`src/rtl/odom_pulse_pkg.sv`:
```
// Shared types and default parameters for the origin-domain pulse queue.
`timescale 1ns/1ps
package odom_pulse_pkg;
    typedef enum logic [1:0] {
        IDLE = 2'd0,
        ARM  = 2'd1,
        WAIT = 2'd2
    } state_t;

    localparam int CNT_W_DEF   = 8;
    localparam int ARM_TMO_DEF = 16;
endpackage

```
`src/rtl/sat_updown_cnt.sv`:
```
// Saturating up/down counter. Simultaneous inc and dec cancel; sat_hit flags an inc lost at full scale.
`timescale 1ns/1ps
module sat_updown_cnt #(
    parameter int W = 8
) (
    input  logic         odom_clk_i,
    input  logic         clr,
    input  logic         inc,
    input  logic         dec,
    output logic [W-1:0] cnt,
    output logic         sat_hit
);
    localparam logic [W-1:0] CNT_MAX = '1;

    assign sat_hit = inc && !dec && (cnt == CNT_MAX);

    always_ff @(posedge odom_clk_i) begin
        if (clr) begin
            cnt <= '0;
        end else if (inc && !dec) begin
            if (cnt != CNT_MAX) cnt <= cnt + W'(1);
        end else if (dec && !inc) begin
            if (cnt != '0) cnt <= cnt - W'(1);
        end
    end
endmodule

```
`src/rtl/odom_pulse_queue.sv`:
```
// Queues origin-domain event pulses and releases them one at a time,
// paced by the downstream crossing sender's busy signal.
//
// state | meaning
// IDLE  | no crossing in flight; release when events pending and sender idle
// ARM   | release pulse out, waiting for sender busy to rise (bounded)
// WAIT  | sender busy; return to IDLE when it drops
`timescale 1ns/1ps
module odom_pulse_queue
    import odom_pulse_pkg::*;
#(
    parameter int CNT_W   = CNT_W_DEF,
    parameter int ARM_TMO = ARM_TMO_DEF
) (
    input  logic             odom_clk_i,
    input  logic             grst_i,
    input  logic             evt_i,
    input  logic             sender_busy_i,
    input  logic             flag_clr_i,
    output logic             send_pulse_o,
    output logic [CNT_W-1:0] pending_o,
    output logic             empty_o,
    output logic             ovf_o,
    output logic             tmo_o
);
    localparam logic [7:0] TMO_VAL = 8'(ARM_TMO);

    state_t     state_q, state_d;
    logic [7:0] arm_q, arm_d;
    logic       release_c;
    logic       tmo_set;
    logic       sat_hit;

    sat_updown_cnt #(.W(CNT_W)) u_cnt (
        .odom_clk_i (odom_clk_i),
        .clr        (grst_i),
        .inc        (evt_i),
        .dec        (release_c),
        .cnt        (pending_o),
        .sat_hit    (sat_hit)
    );

    assign empty_o = (pending_o == '0);

    always_comb begin
        state_d   = state_q;
        arm_d     = arm_q;
        release_c = 1'b0;
        tmo_set   = 1'b0;
        case (state_q)
            IDLE: begin
                if (!empty_o && !sender_busy_i) begin
                    release_c = 1'b1;
                    arm_d     = '0;
                    state_d   = ARM;
                end
            end
            ARM: begin
                if (sender_busy_i) begin
                    state_d = WAIT;
                end else begin
                    arm_d = arm_q + 8'd1;
                    // Sender never acknowledged: drop the event rather than retry.
                    if (arm_d == TMO_VAL) begin
                        tmo_set = 1'b1;
                        state_d = IDLE;
                    end
                end
            end
            WAIT: begin
                if (!sender_busy_i) state_d = IDLE;
            end
            default: state_d = IDLE;
        endcase
    end

    always_ff @(posedge odom_clk_i) begin
        if (grst_i) begin
            state_q      <= IDLE;
            arm_q        <= '0;
            send_pulse_o <= 1'b0;
            ovf_o        <= 1'b0;
            tmo_o        <= 1'b0;
        end else begin
            state_q      <= state_d;
            arm_q        <= arm_d;
            send_pulse_o <= release_c;
            // Set beats clear when both land in the same cycle.
            if (sat_hit)         ovf_o <= 1'b1;
            else if (flag_clr_i) ovf_o <= 1'b0;
            if (tmo_set)         tmo_o <= 1'b1;
            else if (flag_clr_i) tmo_o <= 1'b0;
        end
    end
endmodule

```
`config.mk`:
```
export PLATFORM = sky130hd
export DESIGN_NAME = odom_pulse_queue
export DESIGN_NICKNAME = d
export VERILOG_FILES = /design/src/rtl/odom_pulse_pkg.sv /design/src/rtl/sat_updown_cnt.sv /design/src/rtl/odom_pulse_queue.sv
export SDC_FILE = /design/constraint.sdc
export NUM_CORES = 1
export LEC_CHECK = 0
export BUFFER_PORTS_ARGS = -buffer_cell sky130_fd_sc_hd__buf_4
export CORE_AREA = 2 2 58 60
export CTS_CLUSTER_DIAMETER = 80
export CTS_CLUSTER_SIZE = 24
export DETAILED_ROUTE_END_ITERATION = 7
export DIE_AREA = 0 0 60 62
export HOLD_SLACK_MARGIN = 0.1
export PLACE_DENSITY = 0.69
export SYNTH_ARGS = -nofsm -noshare
export SYNTH_HDL_FRONTEND = slang
export SYNTH_SLANG_ARGS = --single-unit
```
`constraint.sdc`:
```
create_clock -name odom_clk_i -period 2.7 [get_ports odom_clk_i]
set_input_delay 0.54 -clock odom_clk_i [delete_from_list [all_inputs] [get_ports odom_clk_i]]
set_output_delay 0.54 -clock odom_clk_i [all_outputs]
set_load 0.02 [all_outputs]
```
==> impl_results.md, run 1 <==
* Status: finished with violations
* Violated checks: setup timing
* Post-synth cell types at 45
* Multi-input logic area at 1080 sq um
* Leak at ~0.81 nW
* Drt drc at 0
* Synthesized instance count at roughly 170
* Via Count at roughly 1400
* Maximum clock frequency at 361 MHz
* Layout Nets at 224
* CTS clk-pin slew, worst paths at ~0.12 ns
* Starting Density at between 40 and 50%
* Worst setup skew after layout at approximately 0.0067 ns
* Final Hold Vio Count at 0
* CP bufs+invs at 0
* Clock buffer count from CTS at 3
* Cell chain of the critical path: or4_4, o21ai_4, nand2_4, ha_1, nand3_1, nand2_2, a221oi_2, mux2i_1, mux2_1
* Wirelength per Cell at 14.8 microns
* Fill count at 280
* Final period utilization at 103%
* Mapped Area at 1420 sq um
* Fraction of layout cells with a size suffix above 1 at 34.3%
* Post-route setup TNS at -0.0700 ns
* Post-CTS Hold Buffers at 0
* Minimum clock period at approximately 2.8 ns
* Final worst slack at -0.0700 ns
* Number of DRC markers in iteration 0 at 75
* Core ar. at 3180 sq um
* Layout Utilization at 59.9%
* Syn_nets at between 150 and 200
* Total routed wirelength at around 3700 microns
* Worst Max-Slew Pin Slew at 0.544 ns
* Worst hold path class: reg2reg
* Crit Path Max Fanout at 5
* Post-DR vias/cell at 5.42
* Worst skew pair latency at approximately 0.30 ns
* Crit path largest cell delay at approximately 0.55 ns
* Top cell family by delay on the critical path: simple AND/OR/NAND/NOR gates
* Gr usage total at 20.5%
* CP max stage cell: or4_4
* RSZ-0062 raised after global routing: yes
* Ys Warns at 0
* Number of global-route vias before repair at 1246
* Syn-to-layout area delta at 34.7%
* Initial antenna violation count at 0
* Max-Cap Viols at 0
* Commonest non-fill, non-tap cells in the layout: 38 x buf_4, 26 x nor2_1, 16 x dfxtp_1
* Chip width at 60 microns
* Critical path launch point type: register
* Sequential cell area at 429 sq um
* Ant. Diodes at 0
* Req. time, crit path at 2.89 ns
* Crit. End Element: register
* Worst vdd ir at 0.000728 V
* Slew HR at between 60% and 70%
* Clock Tree Buf Depth at 2
* Slew Viols, Final at 0
* Boundary pin count at 17
* Largest net degree at the start of global routing at 24
* CTS root buffer: clkbuf_4
* CP Class: reg2reg
* Antenna-violating nets left at 0
* # rows at 21
* Power density cells at between 1000 and 1500 nW/um^2
* Gr ovfl total at 0
* PortBufs at 16
* Die area at 3720 sq um
* Pre-antenna DRT Iters at 4
* #FFs+latches synth at 21
* Dpl hpwl at 2650 microns
* Global-route wire length before repair at 5710 microns
* Gpl congestion at a little over 0.8
* WP data arrival at 2.96 ns
* TritonCTS clock tree: yes
* CTS H-tree depth at 1
* Seq/Total Area, Yosys at 29.7%
* Die H at 62 microns
* Setup violators final at 1
* # clock sinks at 21
* Commonest non-fill, non-tap cell in the layout: buf_4
* Avg Synthesized Cell Area at between 8 and 9 sq um
## metrics by stage
stage	worst slack [ns]	hold WS, ns	area, sq um	cells	total power, mW
6_report	-0.0700	0.516	1910	253	2.12
5_1_grt	-0.183	0.556	1910	253	2.26
4_1_cts	0.00766	0.519	1840	249	1.97
3_5_place_dp	-0.105	0.501	1780	243	1.75
3_3_place_gp	-0.0712	0.490	1780	243	1.71
2_1_floorplan	-0.0577	0.474	1500	169	1.30
## synth_stat cells (all sizes together)
master / instances / area share, %
o21ai: 12 / 5.0
nand2: 10 / 2.8
nor2: 27 / 7.3
a21o: 1 / 0.53
o41ai: 2 / 1.2
o31ai: 1 / 1.5
a31oi: 2 / 0.88
o21bai: 1 / 0.53
o31a: 1 / 0.62
xor2: 4 / 2.5
ha: 10 / 8.8
fa: 1 / 1.4
dfxtp: 21 / 30
mux2: 2 / 1.6
a21oi: 13 / 4.6
nand3: 3 / 1.1
mux2i: 5 / 3.8
clkbuf: 5 / 1.3
inv: 7 / 1.9
or4b: 1 / 0.71
a221oi: 1 / 0.62
nor3: 3 / 1.4
and2b: 2 / 1.1
and3: 3 / 1.3
or2: 1 / 0.44
nor4b: 2 / 1.2
and4b: 1 / 0.71
xnor2: 4 / 2.5
nor3b: 4 / 2.1
or3b: 2 / 1.2
nor4: 1 / 0.44
or4: 2 / 1.6
o32a: 1 / 0.71
nand3b: 5 / 2.7
nand4: 3 / 1.3
a211oi: 2 / 1.4
nand2b: 3 / 1.3
## tightest hold or removal path: cells and delay by family (launching register included)
family	cells	cell delay (ns)
flip-flops	1	0.35
AO/OA/AOI/OAI	2	0.13
## kinds of logic (layout without fill, tap and decap cells)
| logic type | count (synthesis) | after routing | share of synthesized area [%] |
|---|---|---|---|
| fa+ha+maj | 11 | 11 | 10.3 |
| compound gates | 37 | 37 | 17.7 |
| flops | 21 | 21 | 29.7 |
| xor+xnor | 8 | 8 | 4.95 |
| mux | 7 | 7 | 5.39 |
| buf+inv | 12 | 49 | 3.18 |
| simple gates | 73 | 74 | 28.8 |
## sequential cells by signal, summed over array words and instances, names as in the netlist
signal        flops
arm_q             8
ovf_o             1
send_pulse_o      1
state_q           2
tmo_o             1
u_cnt.cnt         8
## what timing repair did
item,CTS,global route
gates cloned,1,0
setup buffers,1,4
endpoints found under the setup margin,2,3
pin swaps,5,5
gates resized for setup,5,7
## routing by layer
| layer | routed length, microns | track usage (%) |
|---|---|---|
| met1 | 1550 | 23.2 |
| met2 | 2100 | 40.2 |
| met3 | 43 | 1.24 |
| met4 | 56 | 7.62 |
| met5 | 0 | 0 |
## path summary, 6_finish.rpt
path | from | to | slack [ns] | depth (start not counted)
max reg2reg | u_cnt.cnt[1] | u_cnt.cnt[7] | -0.07 | 9
min | arm_q[6] | arm_q[6] | 0.52 | 2
min reg2reg | arm_q[6] | arm_q[6] | 0.52 | 2
max | u_cnt.cnt[1] | u_cnt.cnt[7] | -0.07 | 9
## report_power, final
group	internal, mW	switching [mW]	leakage (nW)
clock network	0.0575	0.0957	0.0150
registers	0.378	0.0414	0.173
logic	0.768	0.776	0.618
total	1.20	0.913	0.806
## layout make-up
type                       instances  share of cell area, %
clock buffer                       4                   1.38
inverter                           7                   1.38
multi-input combinational        137                   56.7
sequential                        21                   22.5
tap                               46                   3.02
timing repair buffer              38                   15.0
No activity file was read; power rests on OpenSTA's default activity.
==> inputs of run 2 (changes only) <==
- clock period: 2.7 -> 2.5 ns (I/O delays scaled with it)
==> run 2 against run 1 <==
Cell count rose by 3.6%; combinational power rose by 23%; the run still ends with setup timing left; maximum frequency rose by 3.5%; die area did not move; hold slack got worse by 0.031 ns; power rose by 19%.
==> impl_results.md, run 2 (synthesized netlist as in run 1, its figures left out) <==
* Clock buffer count from CTS at 3
* Cell chain of the critical path: or4_4, o21ai_4, nand2_4, buf_4, ha_4, nand2_1, o21bai_1, a221oi_2, mux2i_1, mux2_1
* CTS H-tree depth at 1
* Fill count at between 200 and 300
* Top cell family by delay on the critical path: simple AND/OR/NAND/NOR gates
* # clock sinks at 21
* Top Registers: arm_q (8), u_cnt.cnt (8), state_q (2)
* Clock Tree Buf Depth at 2
* Wirelength per Cell at 14.9 microns
* Worst hold path class: in2reg
* Critical path launch point type: register
* Power density cells at 1220 nW/um^2
* Drt drc at 0
* Post-DR vias/cell at around 5.4
* Number of DRC markers in iteration 0 at between 60 and 70
* Total routed wirelength at 3910 microns
* Pre-antenna DRT Iters at 4
* Layout Nets at 233
* Overall Power at 2.52 mW
* Crit Path Max Fanout at 9
* Boundary pin count at 17
* Final period utilization at 107%
* Worst skew pair latency at 0.32 ns
* Largest net degree at the start of global routing at 24
* CP Class: reg2reg
* Worst setup skew after layout at 0.00510 ns
* Placed Cells incl. Taps at between 200 and 300
* Starting Density at 44.5%
* Status: finished with violations
* Worst Max-Slew Pin Slew at 0.519 ns
* Die area at 3720 sq um
* Die H at ~62 microns
* Gr usage total at 22.3%
* CTS root buffer: clkbuf_4
* Minimum clock period at 2.68 ns
* TritonCTS clock tree: yes
* PortBufs at 16
* Commonest non-fill, non-tap cell in the layout: buf_4
* Slew Viols, Final at 0
* Antenna-violating nets left at 0
* Gpl congestion at 0.883
* Gr ovfl total at 0
* Crit. End Element: register
* # rows at 21
* Violated checks: setup timing
* Layout Utilization at 64.8%
* Final worst slack at -0.177 ns
* Setup violators final at 3
* Fraction of layout cells with a size suffix above 1 at between 40% and 50%
* Number of global-route vias before repair at 1388
* Worst vdd ir at just over 0.0007 V
* Dpl hpwl at approximately 2800 microns
* Global-route wire length before repair at 6180 microns
* Req. time, crit path at between 2 and 3 ns
* RSZ-0062 raised after global routing: yes
* Syn-to-layout area delta at 45.5%
* Commonest non-fill, non-tap cells in the layout: 46 x buf_4, 26 x nor2_1, 16 x dfxtp_1
* CP max stage cell: or4_4
* Initial antenna violation count at 0
* Ant. Diodes at 0
* Final Hold Vio Count at 0
* WP data arrival at 2.90 ns
* Chip width at ~60 microns
* Worst hold slack at 0.485 ns
* CP bufs+invs at 1
* CTS clk-pin slew, worst paths at 0.12 ns
* Max-Cap Viols at 0
* Maximum clock frequency at 374 MHz
* Crit path largest cell delay at 0.55 ns
* Via Count at 1419
* Core ar. at 3180 sq um
* Slew HR at 65.1%
* Non-filler cells, final at 262
* Leak at approximately 0.87 nW
* Dpl ws at -0.231 ns
## run 2: cell types whose count changed in the layout (fill, tap and decap cells not counted), moves of 2 or more
cell,change
a21oi_4,+2
nor4b_2,+2
ha_1,-2
ha_4,+2
buf_4,+8
a21oi_1,-2
nor4b_1,-2
## run 2: timing repair
item | in CTS | in global routing
resized for setup | 13 | 12
cloned | 1 | 0
pin swaps | 11 | 8
hold buffers | 0 | 0
buffers inserted | 2 | 2
endpoints found under the hold margin | 0 | 0
setup endpoints to repair | 3 | 3
## run 2: worst register-to-register path, stage by stage, from the launching register on
cell      delay [ns]
dfxtp_2         0.34
or4_4           0.55
o21ai_4         0.25
nand2_4         0.11
buf_4           0.16
ha_4            0.24
nand2_1         0.08
o21bai_1        0.08
a221oi_2        0.20
mux2i_1         0.25
mux2_1          0.33
## run 2: metrics by stage
step / setup TNS (ns) / cell area, sq um
2_1_floorplan: -0.733 / 1500
3_3_place_gp: -0.417 / 1850
3_5_place_dp: -0.638 / 1850
4_1_cts: -0.246 / 1950
5_1_grt: -0.755 / 2060
6_report: -0.346 / 2060
## run 2: cell type report
| type | count | area [sq um] | area share [%] |
|---|---|---|---|
| sequential | 21 | 429 | 20.8 |
| clock inverter | 1 | 5.00 | 0.243 |
| clock buffer | 3 | 22.5 | 1.09 |
| timing repair buffer | 47 | 357 | 17.3 |
| inverter | 7 | 26.3 | 1.28 |
| tap | 46 | 57.6 | 2.79 |
| multi-input combinational | 137 | 1160 | 56.4 |
## run 2: final timing paths
check | startpoint | to | slack (ns) | cells after the start
min | flag_clr_i | tmo_o | 0.49 | 3
max | u_cnt.cnt[0] | u_cnt.cnt[7] | -0.18 | 10
max reg2reg | u_cnt.cnt[0] | u_cnt.cnt[7] | -0.18 | 10
min reg2reg | arm_q[7] | arm_q[7] | 0.52 | 2
## run 2: routing by layer
metal	track usage, %	vias to the layer above	part of all wire [%]
li1	-	699	-
met1	23.6	691	40
met2	43.8	21	56
met3	2.07	8	1.4
met4	11.4	0	2.7
met5	0	-	0
## run 2: report_power, final
part | internal, mW | leakage (nW) | total [mW] | switching [mW]
combinational | 0.979 | 0.682 | 1.90 | 0.922
sequential | 0.408 | 0.173 | 0.447 | 0.0393
clock | 0.0600 | 0.0177 | 0.171 | 0.111
total | 1.45 | 0.873 | 2.52 | 1.07
==> inputs of run 3 (changes only) <==
- CAP_MARGIN: not set -> 20
- PLACE_DENSITY: 0.69 -> 0.66
- SKIP_LAST_GASP: not set -> 1
- clock period: 2.5 -> 3.3 ns (I/O delays scaled with it)
==> run 3 against run 2 <==
The flow now finishes without violations; critical path depth fell by 1; sequential share of layout area is 5.2 points higher; power is 48% lower; combinational power decreased by 57%; sequential power is 17% lower; first-iteration DRC count grew 40%; register-to-register slack better by 0.40 ns; maximum frequency is 13% lower; global-route usage decreased by 3.8 points; setup slack improved by 0.40 ns; utilization down 14 points; clock skew decreased by 0.0035 ns.
==> impl_results.md, run 3 (synthesized netlist as in run 1, its figures left out) <==
* Status: finished clean
* Worst skew pair latency at 0.30 ns
* Worst vdd ir at ~0.00052 V
* Number of DRC markers in iteration 0 at between 80 and 90
* Slew Viols, Final at 0
* Finished Cell Area at 1620 sq um
* CTS clk-pin slew, worst paths at 0.11 ns
* Gpl congestion at 0.906
* Overall Power at ~1.3 mW
* Critical path depth at 9
* Number of global-route vias before repair at 1143
* Crit Path Max Fanout at 10
* Req. time, crit path at 3.50 ns
* R2r endpoint: u_cnt.cnt[7]
* Layout Utilization at 50.8%
* Fill count at 311
* CTS H-tree depth at 1
* Total routed wirelength at 3130 microns
* Internal power at 720 uW
* Gr ovfl total at 0
* Pre-antenna DRT Iters at 4
* Sequential share of power at approximately 28%
* Wirelength per Cell at between 10 and 15 microns
* Final worst slack at 0.227 ns
* Top cell family by delay on the critical path: simple AND/OR/NAND/NOR gates
* Ant. Diodes at 0
* Starting Density at between 40 and 50%
* R2R depth at 9
* Maximum clock frequency at 325 MHz
* Layout Nets at 203
* Sw Ratio at a little under half
* Gr usage total at a little under a fifth
* Setup Buffers After CTS at 0
* Clock Power Share at 9.4%
* Worst setup path endpoint: u_cnt.cnt[7]
* Combinational Power Share at 62.4%
* CTS root buffer: clkbuf_4
* CP bufs+invs at 0
* CP max stage cell: or4_4
* Leak at 0.679 nW
* Power density cells at a little over 800 nW/um^2
* Cell chain of the critical path: or4_4, o21ai_4, nand2_2, ha_1, a21oi_1, nand2_1, a221oi_1, mux2i_1, mux2_1
* Top Registers: arm_q (8), u_cnt.cnt (8), state_q (2)
* Dpl ws at about 0.21 ns
* Commonest non-fill, non-tap cell in the layout: nor2_1
* Crit path largest cell delay at 0.60 ns
* Minimum clock period at between 3 and 4 ns
* Dpl hpwl at 2400 microns
* Via Count at 1272
* R2R Setup Slk at about 0.23 ns
* Clock Tree Buf Depth at 2
* Drt drc at 0
* Boundary pin count at 17
* PortBufs at 16
* Core ar. at between 3000 and 4000 sq um
* Worst setup path start: u_cnt.cnt[2]
* Post-route setup TNS at 0 ns
* Placed instance area at 1590 sq um
* Global-route wire length before repair at approximately 5200 microns
* Slew HR at 58.2%
* Reg2reg start: u_cnt.cnt[2]
* Max-Cap Viols at 0
* TritonCTS clock tree: yes
* # clock sinks at 21
* Die H at slightly above 60 microns
* Crit. End Element: register
* Antenna-violating nets left at 0
* Setup violators final at 0
* Syn-to-layout area delta at 14.1%
* RSZ-0062 raised after global routing: no
* Fraction of layout cells with a size suffix above 1 at 17.2%
* Placed Cells incl. Taps at between 200 and 250
* Sw power at 595 uW
* WP data arrival at 3.27 ns
* CP Class: reg2reg
* Worst setup skew after layout at 0.00163 ns
* Worst Max-Slew Pin Slew at 0.614 ns
* Die area at about 3700 sq um
* Worst hold slack at 0.511 ns
* Largest net degree at the start of global routing at 24
* Worst hold path class: reg2reg
* Post-DR vias/cell at between 5 and 6
* Post-CTS Hold Buffers at 0
* Non-filler cells, final at 232
* Chip width at ~60 microns
* CTS resizes at 0
* Initial antenna violation count at 0
* Clock buffer count from CTS at 3
* # rows at 21
* Final period utilization at 93.1%
* Critical path launch point type: register
* Final Hold Vio Count at 0
* Commonest non-fill, non-tap cells in the layout: 26 x nor2_1, 21 x dfxtp_1, 18 x buf_4
-- run 3: worst min-delay path by stage --
stage	start	to	slack (ns)	cells past startpoint
floorplan	arm_q[7]	arm_q[7]	0.47	2
global placement	arm_q[7]	arm_q[7]	0.49	2
detailed placement	arm_q[7]	arm_q[7]	0.50	2
CTS	arm_q[7]	arm_q[7]	0.52	2
global route	arm_q[7]	arm_q[7]	0.54	2
finish	arm_q[7]	arm_q[7]	0.51	2
-- run 3: final cells by class --
type / instances / area [sq um] / area share (%)
Inverter: 7 / 26.3 / 1.63
Multi-Input combinational cell: 136 / 950 / 58.8
Sequential cell: 21 / 420 / 26.0
Tap cell: 46 / 57.6 / 3.56
Timing Repair Buffer: 18 / 135 / 8.37
Clock buffer: 4 / 26.3 / 1.63
-- run 3: power groups by stage --
stage,combinational [mW],clock (mW),sequential [mW]
6_report,0.821,0.123,0.371
5_1_grt,0.909,0.138,0.379
4_1_cts,0.821,0.129,0.370
3_5_place_dp,0.818,0,0.376
3_3_place_gp,0.799,0,0.372
2_1_floorplan,0.554,0,0.417
-- run 3: per-layer routing --
layer / wire (microns) / global-route usage, % / up-vias
met4: 19 / 6.03 / 0
met1: 1380 / 22.4 / 608
met3: 74 / 2.69 / 2
met5: 0 / 0 / -
met2: 1660 / 33.7 / 20
li1: - / - / 642
-- run 3: worst reg2reg max path: stages, from the launching register on --
cell      delay, ns
dfxtp_1        0.39
or4_4          0.61
o21ai_4        0.27
nand2_2        0.19
ha_1           0.34
a21oi_1        0.13
nand2_1        0.14
a221oi_1       0.33
mux2i_1        0.25
mux2_1         0.33
